### src/rtl/hack_clk_pkg.sv
// Shared types and constants for the strobe monitor block.
package hack_clk_pkg;

  localparam int CNT_W        = 8;
  localparam int EXPECTED_DEF = 3;

  typedef enum logic [1:0] {
    ST_IDLE    = 2'd0,
    ST_MEASURE = 2'd1,
    ST_LOCKED  = 2'd2
  } state_t;

  // Counter increment that sticks at all-ones.
  function automatic logic [CNT_W-1:0] sat_inc(input logic [CNT_W-1:0] v);
    return (v == {CNT_W{1'b1}}) ? v : v + {{(CNT_W-1){1'b0}}, 1'b1};
  endfunction

endpackage

### src/rtl/rise_detect.sv
// Single-register rising-edge detector; a level held high gives one rise.
module rise_detect (
  input  logic clk,
  input  logic rst_n,
  input  logic in,
  output logic rise
);

  logic in_d;

  // Delay the input by one clk for edge comparison.
  always_ff @(posedge clk or negedge rst_n) begin
    if (!rst_n) in_d <= 1'b0;
    else        in_d <= in;
  end

  assign rise = in & ~in_d;

endmodule

### src/rtl/strobe_monitor.sv
// Measures the period of a clk-synchronous strobe, declares lock after a run
// of matching periods, and flags/counts mismatches and strobe loss.
//
//   state      | meaning
//   -----------+---------------------------------------------------------
//   ST_IDLE    | no strobe history; waiting for a first rise
//   ST_MEASURE | counting consecutive matching periods toward lock
//   ST_LOCKED  | strobe period stable; mismatch or loss raises err
//
// The rise feeds only registers, so no output depends combinationally on strobe.
module strobe_monitor
  import hack_clk_pkg::*;
#(
  parameter int EXPECTED = EXPECTED_DEF,
  parameter int LOCK_N   = 4,
  parameter int TIMEOUT  = 16
) (
  input  logic             clk,
  input  logic             rst_n,
  input  logic             strobe,
  input  logic             clear,
  output logic [CNT_W-1:0] period,
  output logic             locked,
  output logic             err,
  output logic [CNT_W-1:0] err_count
);

  localparam logic [CNT_W-1:0] EXP_C  = CNT_W'(EXPECTED);
  localparam logic [CNT_W-1:0] LOCK_C = CNT_W'(LOCK_N);
  localparam logic [CNT_W-1:0] TMO_C  = CNT_W'(TIMEOUT);

  state_t           state, state_nxt;
  logic             rise;
  logic [CNT_W-1:0] cnt;
  logic [CNT_W-1:0] good, good_nxt, good_inc;
  logic             load_period;
  logic             err_nxt;

  rise_detect u_rise (
    .clk  (clk),
    .rst_n(rst_n),
    .in   (strobe),
    .rise (rise)
  );

  assign good_inc = good + 8'd1;

  // State register.
  always_ff @(posedge clk or negedge rst_n) begin
    if (!rst_n) state <= ST_IDLE;
    else        state <= state_nxt;
  end

  // Next-state and per-rise decisions; a rise always wins over a timeout.
  always_comb begin
    state_nxt   = state;
    good_nxt    = good;
    load_period = 1'b0;
    err_nxt     = 1'b0;
    case (state)
      ST_IDLE: begin
        // First rise only starts the gap count; its period is meaningless.
        if (rise) begin
          state_nxt = ST_MEASURE;
          good_nxt  = '0;
        end
      end
      ST_MEASURE: begin
        if (rise) begin
          load_period = 1'b1;
          if (cnt == EXP_C) begin
            good_nxt = good_inc;
            if (good_inc == LOCK_C) state_nxt = ST_LOCKED;
          end else begin
            good_nxt = '0;
          end
        end else if (cnt == TMO_C) begin
          state_nxt = ST_IDLE;
          good_nxt  = '0;
        end
      end
      ST_LOCKED: begin
        if (rise) begin
          load_period = 1'b1;
          if (cnt != EXP_C) begin
            err_nxt   = 1'b1;
            state_nxt = ST_MEASURE;
            good_nxt  = '0;
          end
        end else if (cnt == TMO_C) begin
          err_nxt   = 1'b1;
          state_nxt = ST_IDLE;
          good_nxt  = '0;
        end
      end
      default: begin
        state_nxt = ST_IDLE;
        good_nxt  = '0;
      end
    endcase
  end

  // Lock indication straight from the state register.
  always_comb begin
    locked = (state == ST_LOCKED);
  end

  // Gap counter, match counter, period capture and the err pulse.
  always_ff @(posedge clk or negedge rst_n) begin
    if (!rst_n) begin
      cnt    <= '0;
      good   <= '0;
      period <= '0;
      err    <= 1'b0;
    end else begin
      cnt    <= rise ? 8'd1 : sat_inc(cnt);
      good   <= good_nxt;
      err    <= err_nxt;
      if (load_period) period <= cnt;
    end
  end

  // Fault counter; a clear landing on an err pulse still counts that pulse.
  always_ff @(posedge clk or negedge rst_n) begin
    if (!rst_n)     err_count <= '0;
    else if (clear) err_count <= err ? 8'd1 : 8'd0;
    else if (err)   err_count <= sat_inc(err_count);
  end

endmodule

### config.mk
export PLATFORM = sky130hd
export DESIGN_NAME = strobe_monitor
export DESIGN_NICKNAME = d
export VERILOG_FILES = /design/src/rtl/hack_clk_pkg.sv /design/src/rtl/rise_detect.sv /design/src/rtl/strobe_monitor.sv
export SDC_FILE = /design/constraint.sdc
export NUM_CORES = 1
export LEC_CHECK = 0
export ABC_CLOCK_PERIOD_IN_PS = 1700
export BUFFER_PORTS_ARGS = -buffer_cell sky130_fd_sc_hd__clkbuf_2
export CORE_ASPECT_RATIO = 1.1
export CORE_MARGIN = 10
export CORE_UTILIZATION = 45
export DETAILED_ROUTE_END_ITERATION = 8
export PLACE_DENSITY = 0.64
export SYNTH_ARGS = -nofsm -noshare
export SYNTH_HDL_FRONTEND = slang
export SYNTH_SLANG_ARGS = --single-unit
### constraint.sdc
create_clock -name clk -period 1.7 [get_ports clk]
set_clock_uncertainty 0.05 [all_clocks]
set_input_delay 0.17 -clock clk [delete_from_list [all_inputs] [get_ports clk]]
set_output_delay 0.17 -clock clk [all_outputs]
set_load 0.005 [all_outputs]
== Word-level counts from Yosys, hierarchy flattened ==
Cells that the tools add are included.

* Word-level logic and storage cells: 59
* Bits in registers: 36
* Input port bits: 4

* Multiplexer cells: 27
* Bitwise gates (word level): 2
* Reduce and logical (&&, ||, !) cells: 6
* Equal/unequal tests: 14
* $add $sub $neg: 3

{| class="wikitable"
|+ Operator list
! cell !! count
|-
| $mux 8 || 11
|-
| $add 8x1->8 const B || 3
|-
| $pmux 8 s3 || 1
|-
| $eq 8x8->1 const B || 2
|-
| $mux 2 || 7
|-
| $eq 8x2->1 const B || 1
|-
| $eq 8x3->1 const B || 1
|-
| $eq 8x5->1 const B || 1
|-
| $ne 8x2->1 const B || 1
|-
| $mux 1 || 7
|-
| $ne 3x3->1 const B || 2
|-
| $pmux 2 s3 || 1
|-
| $ne 2x2->1 const B || 2
|-
| $reduce_and 2->1 || 2
|-
| $reduce_and 4->1 || 1
|-
| $ne 3x2->1 const B || 1
|-
| $eq 2x1->1 const B || 1
|-
| $eq 2x2->1 const B || 1
|-
| $logic_not 2->1 || 1
|-
| $ne 2x1->1 const B || 1
|-
| $reduce_bool 2->1 || 1
|-
| $reduce_or 2->1 || 1
|-
| $and 1x1->1 || 1
|-
| $not 1->1 || 1
|}

== Longest topological paths before layout ==
* Word-level depth: 6
* Mapped depth: 7
* Depth with buffers taken out: 7

== Hierarchy ==
Synthesis repeated with hierarchy kept, for this count alone.

* Cell total of the unflattened synthesis: 184
* Area total of the unflattened synthesis: 1,894.3 um^2

{| class="wikitable"
|+ By module, submodules not included
! module !! times used !! seq. area each (um^2) !! cells an instance !! area an instance (um^2)
|-
| strobe_monitor || 1 || 875.8 || 182 || 1,855.5
|-
| rise_detect || 1 || 25.0 || 2 || 38.8
|}

== Worst setup path after synthesis ==
No wires, ideal clock.

* Path type: reg2reg
* From: reg good[0]
* To: reg state[0]
* Library setup time: 0.127 ns
* Buffers on the path: 0
* Arrival time: 1.682 ns
* Cell stages (with the launch flop): 8
* Data required time: 1.523 ns
* Setup slack: -0.159 ns
* Cell sequence: dfrtp_1 ha_1 a211oi_1 nand2_1 mux2i_1 o2111ai_2 nand2_1 mux2_1

* Word-level cells in the longest chain between the ends: 4

{| class="wikitable"
|+ RTL lines
! element !! line !! source
|-
| start, declared || strobe_monitor.sv:35 || <nowiki>logic [CNT_W-1:0] good, good_nxt, good_inc;</nowiki>
|-
| start signal, assigned || strobe_monitor.sv:117 || <nowiki>good <= good_nxt;</nowiki>
|-
| $add 8x1->8 || strobe_monitor.sv:46 || <nowiki>assign good_inc = good + 8'd1;</nowiki>
|-
| $eq 8x3->1 || strobe_monitor.sv:73 || <nowiki>if (good_inc == LOCK_C) state_nxt = ST_LOCKED;</nowiki>
|-
| $ne 3x3->1 (no source line) || n/a ||
|-
| $reduce_and 4->1 (no source line) || n/a ||
|-
| end signal, assigned || strobe_monitor.sv:51 || <nowiki>else state <= state_nxt;</nowiki>
|-
| end, declared || strobe_monitor.sv:32 || <nowiki>state_t state, state_nxt;</nowiki>
|}

No other way between the ends.
A chain may end at the register's enable or synchronous reset.

== Final worst setup path ==
* From: reg cnt[5]
* To: reg state[0]

* Word-level cells in the longest chain between the ends: 4
* Elaborated cells on any way between the ends: 10
* Those cells by class: 5 x eq/ne; 4 x mux; 1 x reduce/logical

{| class="wikitable"
|+ RTL lines
! element !! line !! source
|-
| start, declared || strobe_monitor.sv:34 || <nowiki>logic [CNT_W-1:0] cnt;</nowiki>
|-
| start signal, assigned || strobe_monitor.sv:116 || <nowiki>cnt <= rise ? 8'd1 : sat_inc(cnt);</nowiki>
|-
| $eq 8x5->1 || strobe_monitor.sv:77, strobe_monitor.sv:90 ||
|-
| $mux 2 || n/a ||
|-
| $mux 2 (on tied branches) || n/a ||
|-
| $pmux 2 s3 || n/a ||
|}

Several ways; a longest one is shown, not always the timed one.

==> flow_metrics.tcl <==
set metrics [dict create \
    status "finished with violations" \
    violations "negative setup slack" \
    finalHoldViolations 0 \
    clk_latency_ns 0.29 \
    fin_area_um2 2710 \
    holdWs_ns 0.108 \
    cts_tree "done" \
    drive_gt1_frac 0.426 \
    start_util 0.461 \
    maxSlewHeadroom 0.689 \
    swShare 0.326 \
    antenna_found_initial 0 \
    vias_per_cell 5.45 \
    ys.flop_type "dfrtp_1" \
    layout_commonest_cell "dfrtp_1" \
    placed_cell_area_um2 2380 \
    synth_cell_type_count 48 \
    max_freq_mhz 562 \
    register_area_um2 905 \
    cts_root_buffer "clkbuf_8" \
    ys.warnings.count 0 \
    path_clk_slew_ns 0.09 \
    cp.arrival_ns 1.91 \
    p_total_mw 2.80 \
    rsz0062_at_grt "yes" \
    hold_depth 2 \
    worst-slew-pin-transition_ns 0.466 \
    area_growth_pct 38.1 \
    drt_iter0_drc 67 \
    instances_no_fill 312 \
    clock_sinks 36 \
    place_inst 298 \
    worstPathMaxFanout 3 \
    synth_edf_count 0 \
    vias 1699 \
    postRouteAntennaNets 0 \
    drv_slew 0 \
    port_buffers 21 \
    max_cap_violations 0 \
    power_frac_clock 0.283 \
    dp_hpwl_um 3240 \
    final_core_util 0.637 \
    grt.overflow.total 0 \
    syn-instance-count 198 \
    seq_power_share 0.370 \
    p_int_mw 1.88 \
    power_density_nw_per_um2 1030 \
    die_width_um 83.0 \
    final.period_utilization 1.05 \
    nets 269 \
    max-vdd-ir-drop_v 0.000940 \
    die-area_um2 7400 \
    grt_pass1_wl_um 7890 \
    io_pins 22 \
    drc 0 \
    drt-total-wl_um 4800 \
    nFillCells 364 \
    drt-wirelength-per-cell_um 15.4 \
    start_kind "flop" \
    grt_pass1_vias 1731 \
    htreeDepth 2 \
    critical_path.endpoint_type "flop" \
    netlist_area_um2 1960 \
    async_reset_ff_frac 1.00 \
    final.setup.tns_ns -0.159 \
    setup_viol 3 \
    reg2reg_depth 6 \
    syn_avg_cell_area_um2 9.91 \
    final_cell_mix "dfrtp_1 (33), buf_4 (30), clkbuf_2 (21), nor2_1 (17), nand2_1 (14)" \
    p_comb_frac 0.347 \
    worst_slack_ns -0.0793 \
    crit_required_ns 1.84 \
    r2r_slack_ns -0.08 \
    synth_seq_area_share 0.459 \
    finalWorstPathRequiredPeriod_ns 1.78 \
    grt_util_all_layers 0.128 \
    synth-seq-cells 36 \
    rows 25 \
    die_y_um 89.3 \
    leakagePower_nw 1.26 \
    cts_buffer_depth 2 \
    hold_path.class "input port to flop" \
    path_class "flop to flop" \
    diodes 0 \
    firstDrtPassIters 4 \
    cts_buffers 5 \
    post-place-ws_ns -0.143 \
    syn_nets 210 \
    multiInputGateArea_um2 1170 \
    p_switching_mw 0.910 \
    grt_max_degree 37 \
    gp_congestion 0.788 \
    coreArea_um2 4250 \
]
==> synthesized netlist by cell type (all sizes together), types with 2 or more instances <==
cell	number	area, µm²
a211oi	2	15.0
or3	3	18.8
nand3b	2	15.0
ha	8	100
nand2b	6	37.5
xor2	7	61.3
nor3	3	26.3
nor2b	2	12.5
xnor2	3	26.3
o31ai	2	15.0
nor4	2	18.8
a22oi	2	15.0
nand3	12	72.6
mux2	7	78.8
nand2	18	70.1
nor2	18	67.6
o21ai	8	40.0
and3	8	52.6
mux2i	4	40.0
nand4	4	25.0
buf	4	21.3
a31oi	7	50.1
a21oi	11	58.8
inv	8	30.0
dfrtp	36	901
==> repair_timing <==
item	in CTS	in global routing
hold buffers	2	0
cloned	0	1
endpoints found under the setup margin	10	17
pin swaps	5	10
endpoints found under the hold margin	37	0
resized for setup	10	25
buffers inserted	0	3
==> path summary, 6_finish.rpt <==
path,to,startpoint
setup / recovery,state[0]$_DFFE_PN0P_,cnt[5]$_DFFE_PN0P_
hold / removal,err_count[7]$_DFFE_PN0P_,clear
setup reg to reg,state[0]$_DFFE_PN0P_,cnt[5]$_DFFE_PN0P_
hold reg to reg,period[0]$_DFFE_PN0P_,period[0]$_DFFE_PN0P_
max in group asynchronous,good[1]$_DFFE_PN0P_,rst_n
min in group asynchronous,good[4]$_DFFE_PN0P_,rst_n
==> cells by family (layout without fill, tap and decap cells) <==
family / Yosys count / in the layout / share of synthesized area
simple gates: 82 / 82 / 0.229
compound gates: 38 / 38 / 0.128
flops: 36 / 36 / 0.459
buf+inv: 13 / 73 / 0.0281
mux: 11 / 11 / 0.0606
xor+xnor: 10 / 10 / 0.0446
fa+ha+maj: 8 / 8 / 0.0510
==> registers in the layout (all words and copies together), names as in the netlist <==
signal	cells
state	2
cnt	8
good	8
u_rise.in_d	1
period	8
err	1
err_count	8
==> final cells by class <==
class	instances	share of cell area
tap	54	0.0249
clock buffer	5	0.0254
inverter	8	0.0111
multi-input combinational	149	0.430
sequential	36	0.334
timing repair buffer	57	0.157
clock inverter	3	0.0171
==> metal layers <==
layer / vias up / share of wire / track usage
li1: 828 / - / -
met1: 849 / 0.42 / 0.135
met2: 18 / 0.54 / 0.242
met3: 4 / 0.036 / 0.0365
met4: 0 / 0.011 / 0.0418
met5: - / 0 / 0
==> critical path, cell delays in order, from the launching register on <==
cell and delay, ns:
dfrtp_1 0.43, nor3_4 0.22, and2_4 0.18, nand4b_1 0.16, a21oi_2 0.23, nand2_1 0.09
mux2_4 0.31
==> power by group through the flow <==
stage / Clock (mW) / Sequential [mW] / Combinational (mW)
6_report: 0.791 / 1.03 / 0.971
4_1_cts: 0.809 / 1.02 / 0.857
5_1_grt: 0.842 / 1.05 / 1.08
3_5_place_dp: 0 / 1.04 / 0.826
3_3_place_gp: 0 / 1.03 / 0.809
2_1_floorplan: 0 / 1.05 / 0.406
No activity file was read; power rests on OpenSTA's default activity.
